**config.mk**
```make
export PLATFORM = sky130hd
export DESIGN_NAME = branch_outcome_predictor
export DESIGN_NICKNAME = d
export VERILOG_FILES = /design/src/rtl/branch_outcome_predictor.sv
export SDC_FILE = /design/constraint.sdc
export NUM_CORES = 1
export LEC_CHECK = 0
export CAP_MARGIN = 15
export CORE_UTILIZATION = 45
export CTS_BUF_LIST = sky130_fd_sc_hd__clkbuf_8
export DETAILED_ROUTE_END_ITERATION = 8
export PLACE_DENSITY = 0.8
export SYNTH_ARGS = -nofsm -noshare
export SYNTH_HDL_FRONTEND = slang
export SYNTH_SLANG_ARGS = --single-unit
```
**constraint.sdc**
```tcl
create_clock -name clk -period 3.17 [get_ports clk]
set_input_delay 0.634 -clock clk [delete_from_list [all_inputs] [get_ports clk]]
set_output_delay 0.634 -clock clk [all_outputs]
set_load 0.1 [all_outputs]
```
**src/rtl/branch_outcome_predictor.sv**
```systemverilog
// Branch outcome predictor: a table of 2-bit saturating counters indexed by PC.
// Predicts at decode, trains on ALU resolve, and pulses mispredict with a
// corrected fetch PC one cycle after a resolve that disagrees with its prediction.
module branch_outcome_predictor #(
  parameter int unsigned INDEX_BITS = 4,
  parameter int unsigned ADDR_WIDTH = 32
) (
  input  logic                  clk,
  input  logic                  rst,
  // Prediction request from decode
  input  logic                  predict_valid,
  input  logic [ADDR_WIDTH-1:0] predict_addr,
  input  logic [ADDR_WIDTH-1:0] predict_offset,
  output logic                  prediction_valid,
  output logic                  prediction_taken,
  output logic [ADDR_WIDTH-1:0] predicted_target,
  // Resolution from the ALU
  input  logic                  resolve_valid,
  input  logic [ADDR_WIDTH-1:0] resolve_addr,
  input  logic [ADDR_WIDTH-1:0] resolve_target,
  input  logic                  resolve_taken,
  input  logic                  resolve_predicted,
  output logic                  mispredict,
  output logic [ADDR_WIDTH-1:0] redirect_pc
);

  localparam int unsigned Entries = 2 ** INDEX_BITS;
  localparam logic [1:0]  CtrInit = 2'b01;  // weakly not-taken

  logic [1:0]            ctr_q [Entries];
  logic [INDEX_BITS-1:0] pred_idx;
  logic [INDEX_BITS-1:0] res_idx;
  logic [1:0]            pred_ctr;
  logic [1:0]            res_ctr;
  logic [1:0]            res_ctr_next;
  logic                  mismatch;
  logic [ADDR_WIDTH-1:0] redirect_next;
  logic [ADDR_WIDTH-1:0] target_next;

  // Index from word-aligned PC bits; byte offset bits are ignored.
  always_comb begin
    pred_idx = predict_addr[INDEX_BITS+1:2];
    res_idx  = resolve_addr[INDEX_BITS+1:2];
  end

  // Combinational reads; the prediction sees the pre-update value on a same-index collision.
  always_comb begin
    pred_ctr    = ctr_q[pred_idx];
    res_ctr     = ctr_q[res_idx];
    target_next = predict_addr + predict_offset;
  end

  // Saturating counter update.
  always_comb begin
    res_ctr_next = res_ctr;
    if (resolve_taken) begin
      if (res_ctr != 2'b11) res_ctr_next = res_ctr + 2'b01;
    end else begin
      if (res_ctr != 2'b00) res_ctr_next = res_ctr - 2'b01;
    end
  end

  // Mismatch detection and corrected fetch PC.
  always_comb begin
    mismatch      = resolve_valid && (resolve_taken != resolve_predicted);
    redirect_next = resolve_taken ? resolve_target : resolve_addr + ADDR_WIDTH'(4);
  end

  // Counter table storage; single write port driven by the resolve path.
  always_ff @(posedge clk or posedge rst) begin
    if (rst) begin
      for (int i = 0; i < Entries; i++) begin
        ctr_q[i] <= CtrInit;
      end
    end else if (resolve_valid) begin
      ctr_q[res_idx] <= res_ctr_next;
    end
  end

  // Registered prediction outputs; taken/target hold when no request.
  always_ff @(posedge clk or posedge rst) begin
    if (rst) begin
      prediction_valid <= 1'b0;
      prediction_taken <= 1'b0;
      predicted_target <= '0;
    end else begin
      prediction_valid <= predict_valid;
      if (predict_valid) begin
        prediction_taken <= pred_ctr[1];
        predicted_target <= target_next;
      end
    end
  end

  // Registered mispredict pulse; redirect_pc only changes on a mismatch.
  always_ff @(posedge clk or posedge rst) begin
    if (rst) begin
      mispredict  <= 1'b0;
      redirect_pc <= '0;
    end else begin
      mispredict <= mismatch;
      if (mismatch) redirect_pc <= redirect_next;
    end
  end

endmodule

```
==> metrics.md, run 1 <==
| Metric | Value |
|---|---|
| Outcome | `finished clean` |
| Total Power | `5.75 mW` |
| Final period utilization | `95.7%` |
| Worst endpoint required time | `3.47 ns` |
| CP peak stage delay | `0.59 ns` |
| Cell Pwr Density | `623 nW/um2` |
| Syn avg cell area | `9.71 um2` |
| Metal3 WL | `1460 um` |
| Num CTS Buffers | `9` |
| Min Tclk post-route | `3.03 ns` |
| Slew margin rel. | `62.7%` |
| Die height | `124 um` |
| Largest delay contributor family on the critical path | `compound AO/OA/AOI/OAI gates` |
| Max clock buf depth | `2` |
| Num Clock Sinks | `99` |
| DR iter-0 viols | `516` |
| RSZ-0062 raised after global routing | `false` |
| Yosys reg bits | `99` |
| Num rows | `44` |
| IO Count | `201` |
| DR vias/cell | `5.57` |
| CTS H-tree depth | `3` |
| CP cell instances | `clkdlybuf4s50_1, ha_1, o211a_1, a21oi_1, a211oi_1, o31a_1, a21bo_2, or4b_2, o211ai_1` |
| Final #Nets | `1,085` |
| Commonest non-fill, non-tap cell in the layout | `clkdlybuf4s50_1` |
| Fraction of layout cells with a size suffix above 1 | `25.3%` |
| Full die area | `15,300 um2` |
| Hpwl dp | `14,200 um` |
| Prevailing post-synth register cell | `dfrtp_1` |
| Placed cell areas | `9000 um2` |
| First drt pass iteration count | `5` |
| Hold WC Path Type | `flip-flop to flip-flop` |
| Placed cell count | `1,088` |
| Startpoint types | `primary input` |
| Fin area | `9230 um2` |
| Worst Path Max Fanout | `4` |
| CTS Root Cell | `clkbuf_8` |
| Grt total ovfl | `0` |
| Vias | `6,154` |
| Synth cell types | `54` |
| Total GRT Usage | `24.3%` |
| Final hold vios | `0` |
| Port Buffers | `200` |
| Number of max-cap violations | `0` |
| Final setup TNS | `0 ns` |
| Leakage | `4.04 nW` |
| Synthesized Nets | `858` |
| Synth Instances | `688` |
| Post-DR wirelength/cell | `16.7 um` |
| Post-synth EDFFs | `0` |
| Initial Util | `46.0%` |
| Final GP Congestion | `0.952` |
| Fin. max-slew vios | `0` |
| Ys async rst share | `100%` |
| Pre-CTS setup slack | `-0.319 ns` |
| R2R setup slack | `0.90 ns` |
| Clock slew seen by the registers of the worst setup and hold paths | `0.10 ns` |
| Largest net degree at the start of global routing | `100` |
| First-pass GRT wire length | `28,800 um` |
| Vias in the first global route | `5,894` |
| Post-Route WL | `18,400 um` |
| Non-filler instance count after layout | `1,104` |
| Max layer used | `met4` |
| Fmax | `330 MHz` |
| Slew at the pin with the worst max-slew slack | `0.559 ns` |
| Syn Std Cell Area | `6680 um2` |
| Arrival @ worst endpoint | `3.34 ns` |
| Peak VDD IR | `0.362 mV` |
| Leading cell types in the layout, fill and taps excluded | `132 x clkdlybuf4s50_1, 117 x buf_4, 83 x dfrtp_1` |
| Final ANT Viol Nets | `0` |
| M1 wire length | `7600 um` |
| TritonCTS clock tree | `yes` |
| Clock skew | `0.00897 ns` |
| Hold slack | `0.487 ns` |
| Final setup fails | `0` |
| Diode count | `0` |
| Element type at the critical path end | `flip-flop` |
| Yosys warnings | `0` |
| Setup ws final | `0.136 ns` |
| Worst-Skew Late Latency | `0.38 ns` |
| Layout area overhead | `38.2%` |
| Cell with the largest stage delay on the worst path | `or4b_2` |
| Crit path kind | `primary input to flip-flop` |
| Die X | `124 um` |
| DRC | `0` |
| Core ar. | `14,500 um2` |
| Met2 routed WL | `9060 um` |
| Final Util | `63.5%` |
| Seq/Total Area, Yosys | `37.4%` |
| WP buf/inv | `1` |
| Initial antenna violation count | `0` |
## area by class of cell
cell class / count / area, um2
Inverter: 17 / 67.6
Sequential cell: 99 / 2500
Clock buffer: 10 / 138
Clock inverter: 6 / 88.8
Timing Repair Buffer: 252 / 2240
Multi-Input combinational cell: 536 / 3970
Fill cell: 1235 / 5300
Tap cell: 184 / 230
## worst reg2reg max path: cells and delay by family (launching register included)
family | cells | cell delay (ns)
adders and majority gates | 1 | 0.45
DFF | 1 | 0.41
muxes | 3 | 1.29
## timing repair
item,in CTS,in global routing
buffers inserted,0,0
endpoints found under the setup margin,0,5
hold buffers,0,0
resized for setup,0,2
## state kept, by name (all words and copies together), names as in the netlist
| register | cells |
|---|---|
| mispredict | 1 |
| predicted_target | 32 |
| prediction_taken | 1 |
| prediction_valid | 1 |
| ctr_q | 32 |
| redirect_pc | 32 |
## final timing paths
path,start,to,depth (start not counted)
max in group asynchronous,rst,ctr_q[14]$_DFFE_PP1P_,3
max,predict_addr[2],predicted_target[29]$_DFFE_PP0P_,9
min reg2reg,redirect_pc[1]$_DFFE_PP0P_,redirect_pc[1]$_DFFE_PP0P_,2
max reg2reg,ctr_q[1]$_DFFE_PP0P_,ctr_q[19]$_DFFE_PP0P_,4
min in group asynchronous,rst,redirect_pc[10]$_DFFE_PP0P_,3
min,redirect_pc[1]$_DFFE_PP0P_,redirect_pc[1]$_DFFE_PP0P_,2
## layer usage
layer	track usage (%)	vias to the layer above
met4	7.76	0
met2	42.5	245
met1	29.5	2908
met3	5.72	27
li1	-	2974
met5	0	-
## power by group
part           switching [mW]  internal, mW
clock                   0.474         0.470
sequential              0.195          1.65
combinational            2.02         0.946
## cell families (layout without fill, tap and decap cells)
group / count (synthesis) / count (layout) / synth area share (%)
multiplexers: 87 / 87 / 16.9
AO/OA/AOI/OAI: 162 / 162 / 14.6
flip-flops: 99 / 99 / 37.4
adder cells (fa/ha/maj): 38 / 38 / 7.19
buffers and inverters: 53 / 285 / 3.28
XOR/XNOR: 51 / 51 / 6.69
AND/OR/NAND/NOR: 198 / 198 / 13.9
## cell usage after synthesis (7+ instances only)
master | number | share of area, %
o21ai_0 | 48 | 3.6
ha_1 | 35 | 6.6
mux2_2 | 58 | 9.8
a21o_1 | 8 | 0.90
o21bai_1 | 7 | 0.79
nand2_1 | 78 | 4.4
inv_1 | 17 | 0.96
a21oi_1 | 58 | 4.3
nor2_1 | 35 | 2.0
nand4_1 | 16 | 1.5
clkbuf_1 | 26 | 1.5
xnor2_1 | 29 | 3.8
mux4_2 | 15 | 5.1
mux2i_1 | 14 | 2.1
dfstp_2 | 16 | 6.3
nand3_1 | 31 | 2.3
dfrtp_1 | 83 | 31
xor2_1 | 22 | 2.9
(Power assumes the default switching activity.)
==> run 2: changes to the inputs <==
Settings changed: CORE_UTILIZATION 45 to 49, PLACE_DENSITY 0.8 to 0.83.
Clock period 3.17 ns to 3.3 ns, I/O delays scaled along.
==> run 2 against run 1 <==
  * Sequential power decreased by 4%
  * Worst setup slack improved by 0.11 ns
  * Critical path depth increased by 1
  * Count of clock-buffer cells in the layout decreased by 1
  * Worst hold slack about the same
  * Design area decreased by 1.1%
  * Sequential share of layout area increased by 0.31 points
  * Global-route usage increased by 2.2 points
  * Routed wire length decreased by 1.4%
  * Die area decreased by 8.0%
  * Critical path type unchanged
==> metrics.md, run 2 (synthesized netlist as in run 1, its figures left out) <==
| Metric | Value |
|---|---|
| Outcome | `finished clean` |
| Min Tclk post-route | `3.05 ns` |
| Total GRT Usage | `26.5%` |
| Max clock buf depth | `2` |
| Final #Nets | `1,074` |
| Post-CTS sizing | `0` |
| Commonest non-fill, non-tap cell in the layout | `clkdlybuf4s50_1` |
| First drt pass iteration count | `5` |
| Final setup fails | `0` |
| Layout area overhead | `36.6%` |
| Post-DR wirelength/cell | `16.8 um` |
| Final period utilization | `92.4%` |
| P_sw | `2.63 mW` |
| Worst R2R End | `ctr_q[31]$_DFFE_PP0P_` |
| DR vias/cell | `5.69` |
| Number of max-cap violations | `0` |
| Final Util | `68.7%` |
| Largest net degree at the start of global routing | `52` |
| Core ar. | `13,300 um2` |
| Crit path kind | `primary input to flip-flop` |
| Fin. max-slew vios | `0` |
| Gate power share | `51.7%` |
| Startpoint types | `primary input` |
| CTS H-tree depth | `3` |
| DR iter-0 viols | `447` |
| Worst r2r path cells | `4` |
| Fillcell total | `1,034` |
| Num CTS Buffers | `9` |
| Grt total ovfl | `0` |
| Sw Ratio | `48.0%` |
| Num rows | `42` |
| Worst endpoint required time | `3.58 ns` |
| Leading cell types in the layout, fill and taps excluded | `132 x clkdlybuf4s50_1, 105 x buf_4, 83 x dfrtp_1` |
| Worst-Skew Late Latency | `0.39 ns` |
| WHS Endpoint | `redirect_pc[8]$_DFFE_PP0P_` |
| Slew at the pin with the worst max-slew slack | `0.960 ns` |
| TritonCTS clock tree | `yes` |
| Arrival @ worst endpoint | `3.33 ns` |
| First-pass GRT wire length | `29,800 um` |
| Post-CTS Setup Bufs | `0` |
| Hold WC Path Type | `flip-flop to flip-flop` |
| Final GP Congestion | `0.931` |
| Final ANT Viol Nets | `0` |
| Fmax | `328 MHz` |
| Worst Path Max Fanout | `4` |
| CTS Root Cell | `clkbuf_8` |
| Clock group share of total power | `16.0%` |
| Worst r2r src | `ctr_q[1]$_DFFE_PP0P_` |
| Diode count | `0` |
| Post-Route WL | `18,200 um` |
| Fraction of layout cells with a size suffix above 1 | `24.5%` |
| Num Clock Sinks | `99` |
| Element type at the critical path end | `flip-flop` |
| Vias in the first global route | `6,262` |
| Die height | `119 um` |
| Port Buffers | `200` |
| Clock slew seen by the registers of the worst setup and hold paths | `0.11 ns` |
| R2R setup slack | `1.01 ns` |
| Slew margin rel. | `35.8%` |
| Sequential fraction of design power | `32.2%` |
| Initial antenna violation count | `0` |
| Cell Pwr Density | `601 nW/um2` |
| IO Count | `201` |
| Min-delay src | `redirect_pc[8]$_DFFE_PP0P_` |
| Hpwl dp | `14,000 um` |
| Placed cell count | `1,069` |
| Full die area | `14,100 um2` |
| Peak VDD IR | `0.458 mV` |
| Initial Util | `50.3%` |
| CTS Hold Bufs | `0` |
| Final hold vios | `0` |
| RSZ-0062 raised after global routing | `false` |
| DRC | `0` |
| Largest registers | `ctr_q (32), predicted_target (32), redirect_pc (32)` |
| Worst Hold Path Cells | `2` |
| Leakage | `3.98 nW` |
| Vias | `6,171` |
| P_int | `2.85 mW` |
| Clock skew | `0.00995 ns` |
| Non-filler instance count after layout | `1,085` |
| Die X | `119 um` |
## run 2: worst max-delay path by stage
stage,from,depth (start not counted),end,slack (ns)
after CTS,predict_addr[0],10,predicted_target[28]$_DFFE_PP0P_,0.27
after global routing,predict_addr[0],10,predicted_target[16]$_DFFE_PP0P_,0.12
after global placement,predict_addr[0],10,predicted_target[16]$_DFFE_PP0P_,-0.07
after detailed placement,predict_addr[0],10,predicted_target[28]$_DFFE_PP0P_,-0.15
after floorplan,rst,1,ctr_q[11]$_DFFE_PP0P_,0.08
final,predict_addr[0],10,predicted_target[20]$_DFFE_PP0P_,0.25
## run 2: area by class of cell
type	instances	area, um2	share of cell area [%]
inverters	17	66.3	0.727
repair buffers	241	2160	23.7
clock inverters	7	95.1	1.04
flip-flops and latches	99	2500	27.4
clock buffers	9	124	1.36
well taps	176	220	2.41
multi-input cells	536	3970	43.4
## run 2: power groups by stage
stage / Clock [mW] / Combinational, mW / Sequential (mW)
finish: 0.880 / 2.84 / 1.77
global route: 0.935 / 2.97 / 1.81
CTS: 0.894 / 2.84 / 1.77
detailed placement: 0 / 2.84 / 1.79
global placement: 0 / 2.79 / 1.77
floorplan: 0 / 0.828 / 3.01
## run 2: metrics by stage
| step | hold slack, ns | setup WS (ns) | TNS, ns | total power, mW | area (um2) |
|---|---|---|---|---|---|
| after floorplan | 0.491 | 0.0761 | 0 | 3.84 | 6680 |
| after global placement | 0.462 | -0.0686 | -0.211 | 4.56 | 8910 |
| after detailed placement | 0.471 | -0.147 | -0.697 | 4.62 | 8910 |
| after CTS | 0.496 | 0.271 | 0 | 5.50 | 9130 |
| after global routing | 0.512 | 0.116 | 0 | 5.72 | 9130 |
| final | 0.487 | 0.250 | 0 | 5.48 | 9130 |
## run 2: critical path, cell delays in order
cell and delay, ns:
clkdlybuf4s50_1 0.40, ha_1 0.23, fa_1 0.40, a21o_1 0.21, a221o_1 0.36, a31oi_1 0.22, o21ai_0 0.26, a21oi_1 0.23
xnor2_1 0.08, mux2_2 0.26
## run 2: per-layer routing
layer	routed length [um]	vias to the layer above	track usage (%)
met5	0	-	0
met4	510	0	10.8
met3	1300	42	6.03
met2	8830	259	45.4
met1	7540	2914	32.1
li1	-	2956	-
